===== src/rtl/nmr_rxwin_pkg.sv =====
// Shared constants for the multi-channel RX/duplexer window generator.
// Channel states are one-hot so each state is a single flop.
package nmr_rxwin_pkg;

    localparam logic [4:0] S_IDLE   = 5'b00001;
    localparam logic [4:0] S_DELAY  = 5'b00010;
    localparam logic [4:0] S_ARMED  = 5'b00100;
    localparam logic [4:0] S_ACTIVE = 5'b01000;
    localparam logic [4:0] S_FIXED  = 5'b10000;

    localparam logic MODE_FOLLOW = 1'b0;
    localparam logic MODE_FIXED  = 1'b1;

endpackage


===== src/rtl/nmr_rxwin_chan.sv =====
// One window channel: shadow registers, delay/length counter and state machine.
// The pulse and the gate rise together when the delay expires.
module nmr_rxwin_chan
    import nmr_rxwin_pkg::*;
#(
    parameter int DW = 32
) (
    input  logic          clk_i,
    input  logic          rst_i,
    input  logic          trg_i,
    input  logic          acq_en_i,
    input  logic          ch_en_i,
    input  logic          mode_i,
    input  logic [DW-1:0] delay_i,
    input  logic [DW-1:0] len_i,
    output logic          pulse_o,
    output logic          dly_o,
    output logic          busy_o
);

    localparam logic [DW-1:0] ONE = DW'(1);

    logic [4:0]    state_q, state_d;
    logic [DW-1:0] cnt_q, cnt_d;
    logic [DW-1:0] len_q, len_d;
    logic          mode_q, mode_d;
    logic          pulse_q, pulse_d;
    logic          dly_q, dly_d;
    logic          expire;
    logic [DW-1:0] delay_sat, len_sat;

    assign delay_sat = (delay_i == '0) ? ONE : delay_i;
    assign len_sat   = (len_i == '0) ? ONE : len_i;

    // The trigger edge itself counts as the first delay cycle, so DELAY is loaded with D-1.
    always_comb begin
        state_d = state_q;
        cnt_d   = cnt_q;
        len_d   = len_q;
        mode_d  = mode_q;
        pulse_d = 1'b0;
        dly_d   = dly_q;
        expire  = 1'b0;
        case (state_q)
            S_IDLE: begin
                if (trg_i && ch_en_i) begin
                    len_d  = len_sat;
                    mode_d = mode_i;
                    if (delay_sat == ONE) begin
                        expire = 1'b1;
                    end else begin
                        cnt_d   = delay_sat - ONE;
                        state_d = S_DELAY;
                    end
                end
            end
            S_DELAY: begin
                if (cnt_q <= ONE) expire = 1'b1;
                else              cnt_d  = cnt_q - ONE;
            end
            S_ARMED: begin
                if (acq_en_i) state_d = S_ACTIVE;
            end
            S_ACTIVE: begin
                if (!acq_en_i) begin
                    dly_d   = 1'b0;
                    state_d = S_IDLE;
                end
            end
            S_FIXED: begin
                if (cnt_q <= ONE) begin
                    dly_d   = 1'b0;
                    state_d = S_IDLE;
                end else begin
                    cnt_d = cnt_q - ONE;
                end
            end
            default: begin
                dly_d   = 1'b0;
                state_d = S_IDLE;
            end
        endcase
        if (expire) begin
            pulse_d = 1'b1;
            dly_d   = 1'b1;
            if (mode_d == MODE_FOLLOW) begin
                state_d = acq_en_i ? S_ACTIVE : S_ARMED;
            end else begin
                state_d = S_FIXED;
                cnt_d   = len_d;
            end
        end
    end

    always_ff @(posedge clk_i or posedge rst_i) begin
        if (rst_i) begin
            state_q <= S_IDLE;
            cnt_q   <= '0;
            len_q   <= ONE;
            mode_q  <= MODE_FOLLOW;
            pulse_q <= 1'b0;
            dly_q   <= 1'b0;
        end else begin
            state_q <= state_d;
            cnt_q   <= cnt_d;
            len_q   <= len_d;
            mode_q  <= mode_d;
            pulse_q <= pulse_d;
            dly_q   <= dly_d;
        end
    end

    assign pulse_o = pulse_q;
    assign dly_o   = dly_q;
    assign busy_o  = (state_q != S_IDLE);

endmodule


===== src/rtl/nmr_rxwin_gen_mc.sv =====
// Multi-channel RX/duplexer window generator: synchronised ACQ_WND edge fans out
// to NUM_CH delayed pulse/gate channels with sticky missed-trigger flags.
module nmr_rxwin_gen_mc
    import nmr_rxwin_pkg::*;
#(
    parameter int NUM_CH      = 4,
    parameter int DW          = 32,
    parameter int SYNC_STAGES = 2
) (
    input  logic                 ADC_CLK,
    input  logic                 RESET,
    input  logic                 ACQ_WND,
    input  logic                 ACQ_EN,
    input  logic [NUM_CH*DW-1:0] RX_DELAY,
    input  logic [NUM_CH*DW-1:0] RX_LEN,
    input  logic [NUM_CH-1:0]    MODE,
    input  logic [NUM_CH-1:0]    CH_EN,
    input  logic                 CLR_MISSED,
    output logic [NUM_CH-1:0]    ACQ_WND_PULSED,
    output logic [NUM_CH-1:0]    ACQ_WND_DLY,
    output logic [NUM_CH-1:0]    MISSED_TRIG,
    output logic                 BUSY
);

    logic [SYNC_STAGES-1:0] sync_q;
    logic                   edge_q;
    logic                   trg_q;
    logic [NUM_CH-1:0]      missed_q, missed_d;
    logic [NUM_CH-1:0]      chan_busy;

    // A miss is judged against the pre-edge channel state, and a new miss beats the clear.
    assign missed_d = ({NUM_CH{trg_q}} & chan_busy) | (missed_q & ~{NUM_CH{CLR_MISSED}});

    always_ff @(posedge ADC_CLK or posedge RESET) begin
        if (RESET) begin
            sync_q   <= '0;
            edge_q   <= 1'b0;
            trg_q    <= 1'b0;
            missed_q <= '0;
        end else begin
            sync_q   <= {sync_q[SYNC_STAGES-2:0], ACQ_WND};
            edge_q   <= sync_q[SYNC_STAGES-1];
            trg_q    <= sync_q[SYNC_STAGES-1] & ~edge_q;
            missed_q <= missed_d;
        end
    end

    generate
        for (genvar gi = 0; gi < NUM_CH; gi++) begin : g_ch
            nmr_rxwin_chan #(.DW(DW)) u_chan (
                .clk_i    (ADC_CLK),
                .rst_i    (RESET),
                .trg_i    (trg_q),
                .acq_en_i (ACQ_EN),
                .ch_en_i  (CH_EN[gi]),
                .mode_i   (MODE[gi]),
                .delay_i  (RX_DELAY[gi*DW +: DW]),
                .len_i    (RX_LEN[gi*DW +: DW]),
                .pulse_o  (ACQ_WND_PULSED[gi]),
                .dly_o    (ACQ_WND_DLY[gi]),
                .busy_o   (chan_busy[gi])
            );
        end
    endgenerate

    assign MISSED_TRIG = missed_q;
    assign BUSY        = |chan_busy;

endmodule

===== config.mk =====
export PLATFORM = sky130hd
export DESIGN_NAME = nmr_rxwin_gen_mc
export DESIGN_NICKNAME = d
export VERILOG_FILES = /design/src/rtl/nmr_rxwin_pkg.sv /design/src/rtl/nmr_rxwin_chan.sv /design/src/rtl/nmr_rxwin_gen_mc.sv
export SDC_FILE = /design/constraint.sdc
export NUM_CORES = 1
export LEC_CHECK = 0
export CORE_MARGIN = 1.5
export CORE_UTILIZATION = 50
export CTS_CLUSTER_DIAMETER = 40
export DETAILED_ROUTE_END_ITERATION = 10
export DONT_BUFFER_PORTS = 1
export GPL_TIMING_DRIVEN = 1
export PLACE_DENSITY_LB_ADDON = 0.3
export SETUP_SLACK_MARGIN = 0.3
export SYNTH_ARGS = -nofsm -noshare
export SYNTH_HDL_FRONTEND = slang
export SYNTH_HIERARCHICAL = 1
export SYNTH_SLANG_ARGS = --single-unit

===== constraint.sdc =====
create_clock -name ADC_CLK -period 4.1 [get_ports ADC_CLK]
set_clock_uncertainty 0.15 [all_clocks]
set_input_delay 0.82 -clock ADC_CLK [delete_from_list [all_inputs] [get_ports ADC_CLK]]
set_output_delay 0.82 -clock ADC_CLK [all_outputs]
set_load 0.01 [all_outputs]

# ---- Yosys cells after proc, flatten, opt, wreduce, memory -nomap -nowiden
# Cells that the tools add are included.
dict set report op_classes {
  bitwise 6
  n_eq_ne 56
  mux 108
  add_sub_neg 8
  reduce_logical 29
  order_cmp 4
}
# cell n
set op_table {}
lappend op_table {{$mux W32} 36}
lappend op_table {{$logic_not A32 Y1} 8}
lappend op_table {{$pmux W32 S2} 4}
lappend op_table {{$sub A32 B1 Y32 const B} 8}
lappend op_table {{$eq A32 B1 Y1 const B} 4}
lappend op_table {{$le A32 B1 Y1 const B} 4}
lappend op_table {{$mux W5} 22}
lappend op_table {{$pmux W5 S5} 4}
lappend op_table {{$ne A3 B2 Y1 const B} 12}
lappend op_table {{$mux W1} 33}
lappend op_table {{$ne A3 B1 Y1 const B} 8}
lappend op_table {{$reduce_and A6 Y1} 4}
lappend op_table {{$eq A5 B1 Y1 const B} 4}
lappend op_table {{$eq A5 B2 Y1 const B} 4}
lappend op_table {{$eq A5 B3 Y1 const B} 4}
lappend op_table {{$eq A5 B4 Y1 const B} 4}
lappend op_table {{$eq A5 B5 Y1 const B} 4}
lappend op_table {{$ne A5 B1 Y1 const B} 4}
lappend op_table {{$ne A2 B1 Y1 const B} 8}
lappend op_table {{$pmux W1 S3} 4}
lappend op_table {{$reduce_and A3 Y1} 4}
lappend op_table {{$reduce_or A3 Y1} 4}
lappend op_table {{$and A4 B4 Y4} 2}
lappend op_table {{$pmux W1 S2} 4}
lappend op_table {{other kinds (8)} 14}
dict set report totals {
  input_bits 269
  regBits 296
  out_inout_bits 13
  word_cells 239
}

# ---- Logic depth before layout (Yosys ltp)
# Gate-level depths: netlist (run 1).
dict set report logic_depth {
  word_depth 8
  ltp_mapped 13
  mapped_depth_nobuf 13
}

# ---- By module
# Netlist (run 1), hierarchy kept.
# mod area_each_um2 seq_area_each_um2 cells_each instances
set by_module_without_submodules {}
lappend by_module_without_submodules {{nmr_rxwin_chan (g_ch[1].u_chan ...)} 4755.8 1804.2 536 2}
lappend by_module_without_submodules {{nmr_rxwin_chan (g_ch[3].u_chan)} 4864.7 1804.2 537 1}
lappend by_module_without_submodules {{nmr_rxwin_chan (g_ch[0].u_chan)} 4708.3 1804.2 570 1}
lappend by_module_without_submodules {nmr_rxwin_gen_mc 267.8 200.2 23 1}

# ---- Least setup slack after synthesis (run 1)
# Ideal clock, no wire load.
dict set report synth_timing {
  kind {input-to-reg}
  from {in RX_DELAY[120]}
  to {reg g_ch[3].u_chan.cnt_q[18]}
  t_required_ns 3.825
  n_path_buf 2
  arrival_time_ns 3.437
  setup_time_ns 0.125
  stages 13
  path_slack_ns 0.388
  cell_sequence {or4_1 nor4_2 and4_1 clkbuf_1 nor2_1 ha_1 nand3_1 clkbuf_1 nor2_1 xor2_1 a22oi_1 o311ai_0 mux2_2}
}
dict set report synth_between {
  elab_chain_cells 8
  elab_cells_between_ends 12
  cone_classes {add/sub (1); eq/ne (1); mux (9); reduce/logical (1)}
}
# element line_no
set synth_rtl {}
lappend synth_rtl {{from (decl)} nmr_rxwin_gen_mc.sv:14} ;# input logic [NUM_CH*DW-1:0] RX_DELAY,
lappend synth_rtl {{$logic_not A32 Y1} nmr_rxwin_chan.sv:32} ;# assign delay_sat = (delay_i == '0) ? ONE : delay_i;
lappend synth_rtl {{$mux W32 *} nmr_rxwin_chan.sv:32}
lappend synth_rtl {{$sub A32 B1 Y32 / $eq A32 B1 Y1 (equally long branches)} {nmr_rxwin_chan.sv:52, nmr_rxwin_chan.sv:49}}
lappend synth_rtl {{$mux W32} nmr_rxwin_chan.sv:49} ;# if (delay_sat == ONE) begin
lappend synth_rtl {{$mux W32} nmr_rxwin_chan.sv:46} ;# if (trg_i && ch_en_i) begin
lappend synth_rtl {{$pmux W32 S2} nmr_rxwin_chan.sv:44} ;# case (state_q)
lappend synth_rtl {{$mux W32} nmr_rxwin_chan.sv:86} ;# if (mode_d == MODE_FOLLOW) begin
lappend synth_rtl {{$mux W32 *} nmr_rxwin_chan.sv:83} ;# if (expire) begin
lappend synth_rtl {{via g_ch[3].u_chan.cnt_d[18]} nmr_rxwin_chan.sv:24} ;# logic [DW-1:0] cnt_q, cnt_d;
lappend synth_rtl {{to (signal assigned)} nmr_rxwin_chan.sv:105} ;# cnt_q <= cnt_d;
lappend synth_rtl {{to (decl)} nmr_rxwin_chan.sv:24}
# The timed path passes the listed nets; every way through them passes the cells marked *.
# A chain may end at the register's enable or synchronous reset.

# ---- Worst setup path in the final report (run 1)
dict set report layout_timing {
  from {reg g_ch[0].u_chan.state_q[4]}
  to {out BUSY}
}
dict set report layout_between {
  elab_chain_cells 2
}
# element line_no
set layout_rtl {}
lappend layout_rtl {{from (decl)} nmr_rxwin_chan.sv:23} ;# logic [4:0] state_q, state_d;
lappend layout_rtl {{from (signal assigned)} nmr_rxwin_chan.sv:104} ;# state_q <= state_d;
lappend layout_rtl {{$ne A5 B1 Y1} nmr_rxwin_chan.sv:115} ;# assign busy_o = (state_q != S_IDLE);
lappend layout_rtl {{via chan_busy[0]} nmr_rxwin_gen_mc.sv:29} ;# logic [NUM_CH-1:0] chan_busy;
lappend layout_rtl {{$reduce_or A4 Y1} nmr_rxwin_gen_mc.sv:67} ;# assign BUSY = |chan_busy;
lappend layout_rtl {{to (decl)} nmr_rxwin_gen_mc.sv:22} ;# output logic BUSY
# The timed path passes the listed nets, and every way through them passes these cells.

==> reports/metrics.csv, run 1 <==
metric,value,unit
seq_area_frac_synth,38.3,%
hpwlAfterDp,49100,µm
synth_area,19400,µm²
clk_latency,0.57,ns
grt_pass1_vias,18053,
drt_first_iter_violations,1804,
cts_tree,built,
dp_cells,2704,
tns,0,ns
fp.dieW,200,µm
finalHoldViolCount,0,
worst_slack,0.424,ns
synth.net_count,2483,
detail_route.first_pass.iterations,6,
area_growth,12.8,%
setup_violations,0,
min_path_type,input port to async pin,
cp-end-kind,primary output,
path_class,flop to primary output,
rsz0062_at_grt,false,
power_density,629,nW/µm²
fin_nets,2523,
start_util,51.1,%
clk_pin_slew,0.06,ns
num_rows,71,
async_flop_share,100,%
cp.required,3.13,ns
peakVddDrop,0.435,mV
drv_cap,0,
pre_cts_slack,0.320,ns
fmax,272,MHz
worst_pin_slew,1.12,ns
port_buffers,0,
layout-drive-gt1-share,15.2,%
globalRouteOverflowTotal,0,
place.gp.congestion,0.977,
cts.htree.levels,2,
wire_per_inst,23.2,µm
netlist_instances,2202,
min_period_over_period,89.6,%
synth-seq-cells,296,
cts_made_buffers,46,
antenna_found_initial,1,
num_io_pins,282,
leakage,8.55,nW
vias,18696,
ys_warn_count,6,
syn_avg_cell_area,8.79,µm²
grt_usage,32.2,%
total_power,13.7,mW
fin_cells,2792,
drcViolationCount,0,
grt_pass1_wl,100000,µm
yosysUniqueCellTypes,88,
dominantRegCellSynth,dfrtp_1,
fin_crit,3.68,ns
drv_slew,0,
cp-start-kind,flop,
wl,64800,µm
ant_nets,0,
worstPathArrival,2.71,ns
via_per_inst,6.70,
fp.dieArea,39900,µm²
die_height,200,µm
clockBufferDepth,3,
core_area,37800,µm²
grt_max_degree,73,
cts.sinks,296,
whs,0.0878,ns
nFillCells,3465,
cts_root_buf,clkbuf_16,
status,completed,
synth_edf_count,0,
slew_headroom,24.8,%
crit_fanout,11,
[worst max-delay path, cell delays in order, from the launching register on]
cell and delay [ns]:
dfrtp_1 0.45, nor4_2 0.39, and2_1 0.36, clkinv_2 0.27
or4_1 0.66
[metrics by stage]
step	cell area, µm²	util, %
2_1_floorplan	19400	-
3_3_place_gp	20200	53.4
3_5_place_dp	20200	53.4
4_1_cts	21800	57.7
5_1_grt	21800	57.7
6_report	21800	57.7
[Yosys cell counts, drive strengths merged (12+ instances only)]
| library cell | count | area, µm² |
|---|---|---|
| dfrtp | 288 | 7210 |
| nand2 | 234 | 883 |
| nor2 | 218 | 835 |
| nor3 | 136 | 681 |
| nor4 | 128 | 832 |
| a21oi | 112 | 576 |
| mux2 | 108 | 1220 |
| o21ai | 96 | 480 |
| clkbuf | 64 | 240 |
| or3 | 58 | 373 |
| or4 | 56 | 458 |
| xor2 | 53 | 464 |
| xnor2 | 49 | 429 |
| nand3 | 47 | 235 |
| nand4 | 42 | 263 |
| a31oi | 35 | 219 |
| buf | 30 | 200 |
| inv | 30 | 113 |
| o211ai | 30 | 225 |
| mux2i | 26 | 264 |
| a211oi | 19 | 143 |
| and2 | 18 | 113 |
| o31ai | 17 | 141 |
| o22ai | 15 | 93.8 |
| nand2b | 14 | 87.6 |
| a21o | 12 | 90.1 |
| ha | 12 | 150 |
| nor2b | 12 | 75.1 |
| o21a | 12 | 90.1 |
| o311ai | 12 | 105 |
[cells in the final DEF (no fill, tap or decap), types with 16 or more instances in the layout]
master and instances:
a211oi_1 19, nand3_1 46, clkbuf_16 46, mux2_2 108, o31ai_1 16, o211ai_1 30
mux2i_1 25, o21ai_0 92, nand2_1 232, nor2_1 217, nor4_1 122, a31oi_1 35
a21oi_1 108, inv_1 26, or4_1 46, dfrtp_1 288, xor2_1 53, nor3_1 136
buf_4 85, nand4_1 42, xnor2_1 49, or3_1 56
[logic make-up (layout without fill, tap and decap cells)]
group | after synthesis | in the layout | share of synthesized area, %
and+or+nand+nor | 1036 | 1036 | 28.0
AOI/OAI and AO/OA | 495 | 495 | 17.7
DFF | 296 | 296 | 38.3
muxes | 134 | 134 | 7.65
buffers and inverters | 127 | 205 | 2.92
xor gates and xnor gates | 102 | 102 | 4.62
adders and majority gates | 12 | 12 | 0.776
other | 0 | 1 | 0
[registers in the layout, summed over array words and instances (netlist names), 2 cells and up]
register	count
g_ch.u_chan/pulse_o	4
sync_q	2
g_ch.u_chan/len_q	128
g_ch.u_chan/state_q	20
g_ch.u_chan/mode_q	4
g_ch.u_chan/dly_o	4
g_ch.u_chan/cnt_q	128
MISSED_TRIG	4
[layout make-up]
cell class / instances / area [µm²] / share of cell area (%)
multi-input cells: 1779 / 11400 / 52.2
inverters: 33 / 125 / 0.573
clock buffers: 53 / 1210 / 5.53
flip-flops and latches: 296 / 7420 / 34.0
well taps: 511 / 639 / 2.93
diodes: 1 / 2.50 / 0.0115
repair buffers: 86 / 648 / 2.97
clock inverters: 33 / 402 / 1.84
[report_power, final]
part / switching, mW / total (mW) / internal (mW)
registers: 1.01 / 5.22 / 4.21
clock network: 1.60 / 4.06 / 2.45
logic: 2.53 / 4.45 / 1.92
total: 5.14 / 13.7 / 8.58
[path summary, 6_finish.rpt]
path	startpoint	depth (start not counted)	endpoint	slack [ns]
max	g_ch[0].u_chan/state_q[4]	4	BUSY	0.42
min	RESET	1	g_ch[2].u_chan/len_q[31]	0.09
max reg2reg	g_ch[1].u_chan/cnt_q[6]	8	g_ch[1].u_chan/cnt_q[5]	0.54
min reg2reg	sync_q[0]	0	sync_q[1]	0.20
max in group asynchronous	RESET	2	g_ch[1].u_chan/len_q[15]	2.69
min in group ADC_CLK	ACQ_WND	0	sync_q[0]	0.12
[what timing repair did]
action,in CTS,in global routing
pin swaps,0,0
hold endpoints to repair,8,0
gates resized for setup,1,1
endpoints found under the setup margin,1,1
setup buffers,0,0
hold buffers,1,0
[metal layers]
layer | vias to the layer above | global-route usage [%] | wire length [µm]
met3 | 174 | 6.23 | 5690
met4 | 0 | 13.6 | 2680
met5 | - | 0 | 0
li1 | 8469 | - | -
met2 | 994 | 50.8 | 29600
met1 | 9059 | 43.3 | 26900
Power figures use the tool's default switching activity.
==> run 2, diff against run 1 <==
- BUFFER_PORTS_ARGS: not set -> -buffer_cell sky130_fd_sc_hd__buf_2
- CORE_UTILIZATION: 50 -> 35
- DONT_BUFFER_PORTS: 1 -> not set
==> run 2 against run 1 <==
  * Clock power increased by 20%
  * Sequential power is 1% lower
  * Sequential share of layout area decreased by 3.2 points
  * Maximum frequency rose by 1.2%
  * Register-to-register slack worse by 0.07 ns
  * Combinational power rose by 7.4%
==> reports/metrics.csv, run 2 (synthesis results as in run 1) <==
metric,value,unit,change
tns,0,ns,unchanged
dp_cells,3203,,+18%
layout-drive-gt1-share,26.0,%,+11 points
cts_tree,built,,
clk_pin_slew,0.05,ns,about the same
path_class,flop to flop,,
pre_cts_slack,0.168,ns,-0.151 ns
clk_latency,0.59,ns,+0.02 ns
rsz0062_at_grt,false,,
cp-start-kind,flop,,
fin_area,24100,µm²,+10%
cp.required,4.41,ns,+1.28 ns
fin_nets,2840,,+13%
cts.htree.levels,2,,unchanged
ant_nets,0,,unchanged
worst_pin_slew,1.12,ns,-0.00832 ns
top_regs,"g_ch.u_chan/cnt_q x128, g_ch.u_chan/len_q x128, g_ch.u_chan/state_q x20",,
power_density,615,nW/µm²,-2.2%
fin_cells,3314,,+19%
status,completed,,
grt_usage,24.7,%,-7.5 points
fp.dieW,238,µm,+19%
utilization,43.9,%,-14 points
regToRegStartpoint,g_ch[1].u_chan/cnt_q[24],,
antenna_found_initial,2,,+1
slowest_stage,or4_4,,
slew_headroom,25.3,%,+0.56 points
wl,71500,µm,+10%
port_buffers,281,,+281
grt_max_degree,73,,unchanged
fin_crit,3.63,ns,-0.0433 ns
cts_made_buffers,58,,+26%
drcViolationCount,0,,unchanged
grt_pass1_wl,111000,µm,+10%
final_cell_mix,"dfrtp_1 (288), buf_2 (281), nand2_1 (232)",,
area_growth,24.6,%,
worst_slack,0.468,ns,+0.0433 ns
cp-end-kind,flop,,
cts.sinks,296,,unchanged
num_rows,86,,+21%
critPathMaxStageDelay,0.67,ns,about the same
layout_commonest_cell,dfrtp_1,,
leakage,9.98,nW,+17%
vias,19508,,+4.3%
place.gp.congestion,0.953,,-2.4%
die_height,238,µm,+19%
start_util,35.3,%,-16 points
core_area,54900,µm²,+45%
crit_fanout,16,,+5
globalRouteOverflowTotal,0,,unchanged
finalHoldViolCount,0,,unchanged
peakVddDrop,0.343,mV,-21%
cts_root_buf,clkbuf_16,,
nFillCells,5426,,+57%
drv_cap,0,,unchanged
postPlaceCellArea,22100,µm²,+9.3%
clockBufferDepth,3,,unchanged
min_period_over_period,88.6,%,-1.1 points
drt_first_iter_violations,1632,,-9.5%
cts_hold_buf,0,,-1
crit_chain,or4_1 > or4_1 > or4_4 > o32ai_4 > buf_4 > nand2_2 > buf_4 > nor2_1 > a21oi_1,,
hpwlAfterDp,54600,µm,+11%
min_path_type,input port to async pin,,
num_io_pins,282,,unchanged
startpoint,g_ch[1].u_chan/cnt_q[24],,
drv_slew,0,,unchanged
setup_violations,0,,unchanged
fp.dieArea,56700,µm²,+42%
fmax,275,MHz,+1.2%
worstPathArrival,3.95,ns,+1.24 ns
detail_route.first_pass.iterations,6,,unchanged
wire_per_inst,21.6,µm,-7.1%
grt_pass1_vias,18924,,+4.8%
via_per_inst,5.89,,-12%
-- run 2: area by class of cell --
| class | instances | area [µm²] | area share [%] |
|---|---|---|---|
| Antenna cell | 1 | 2.50 | 0.0104 |
| Inverter | 33 | 124 | 0.514 |
| Clock buffer | 68 | 1590 | 6.60 |
| Multi-Input combinational cell | 1779 | 11400 | 47.3 |
| Timing Repair Buffer | 391 | 2270 | 9.41 |
| Tap cell | 704 | 881 | 3.65 |
| Clock inverter | 42 | 433 | 1.80 |
| Sequential cell | 296 | 7420 | 30.8 |
-- run 2: per-stage QoR --
step	hold WS (ns)	total power, mW
2_1_floorplan	0.181	8.21
3_3_place_gp	0.183	9.74
3_5_place_dp	0.186	9.87
4_1_cts	0.110	14.9
5_1_grt	0.151	15.7
6_report	0.120	14.8
-- run 2: routing by layer --
layer / track usage (%) / share of wire, %
met5: 0 / 0
met4: 5.85 / 2.0
met3: 3.76 / 6.3
met2: 39.6 / 46
met1: 35.0 / 46
-- run 2: final timing paths --
| path | to | slack [ns] | cells past startpoint |
|---|---|---|---|
| worst max-delay path | g_ch[1].u_chan/cnt_q[28] | 0.47 | 9 |
| worst min-delay path | MISSED_TRIG[0] | 0.12 | 2 |
| worst max register to register | g_ch[1].u_chan/cnt_q[28] | 0.47 | 9 |
| worst min register to register | sync_q[1] | 0.18 | 0 |
| max in group asynchronous | g_ch[2].u_chan/cnt_q[24] | 2.66 | 3 |
| min in group ADC_CLK | sync_q[1] | 0.18 | 0 |
-- run 2: timing repair --
action                     in CTS  in global routing
buffers inserted                0                  0
setup endpoints to repair       1                  1
resized for setup               2                  1
pin swaps                       0                  0
-- run 2: report_power, final --
group / internal, mW / switching, mW
Combinational: 2.04 / 2.73
Sequential: 4.21 / 0.952
Clock: 3.09 / 1.79
Total: 9.34 / 5.48
-- run 2: worst max-delay path: cells and delay by family, from the launching register on --
| kind | cells | cell delay, ns |
|---|---|---|
| DFF | 1 | 0.44 |
| and+or+nand+nor | 5 | 2.23 |
| buffers and inverters | 2 | 0.47 |
| AOI/OAI and AO/OA | 2 | 0.20 |
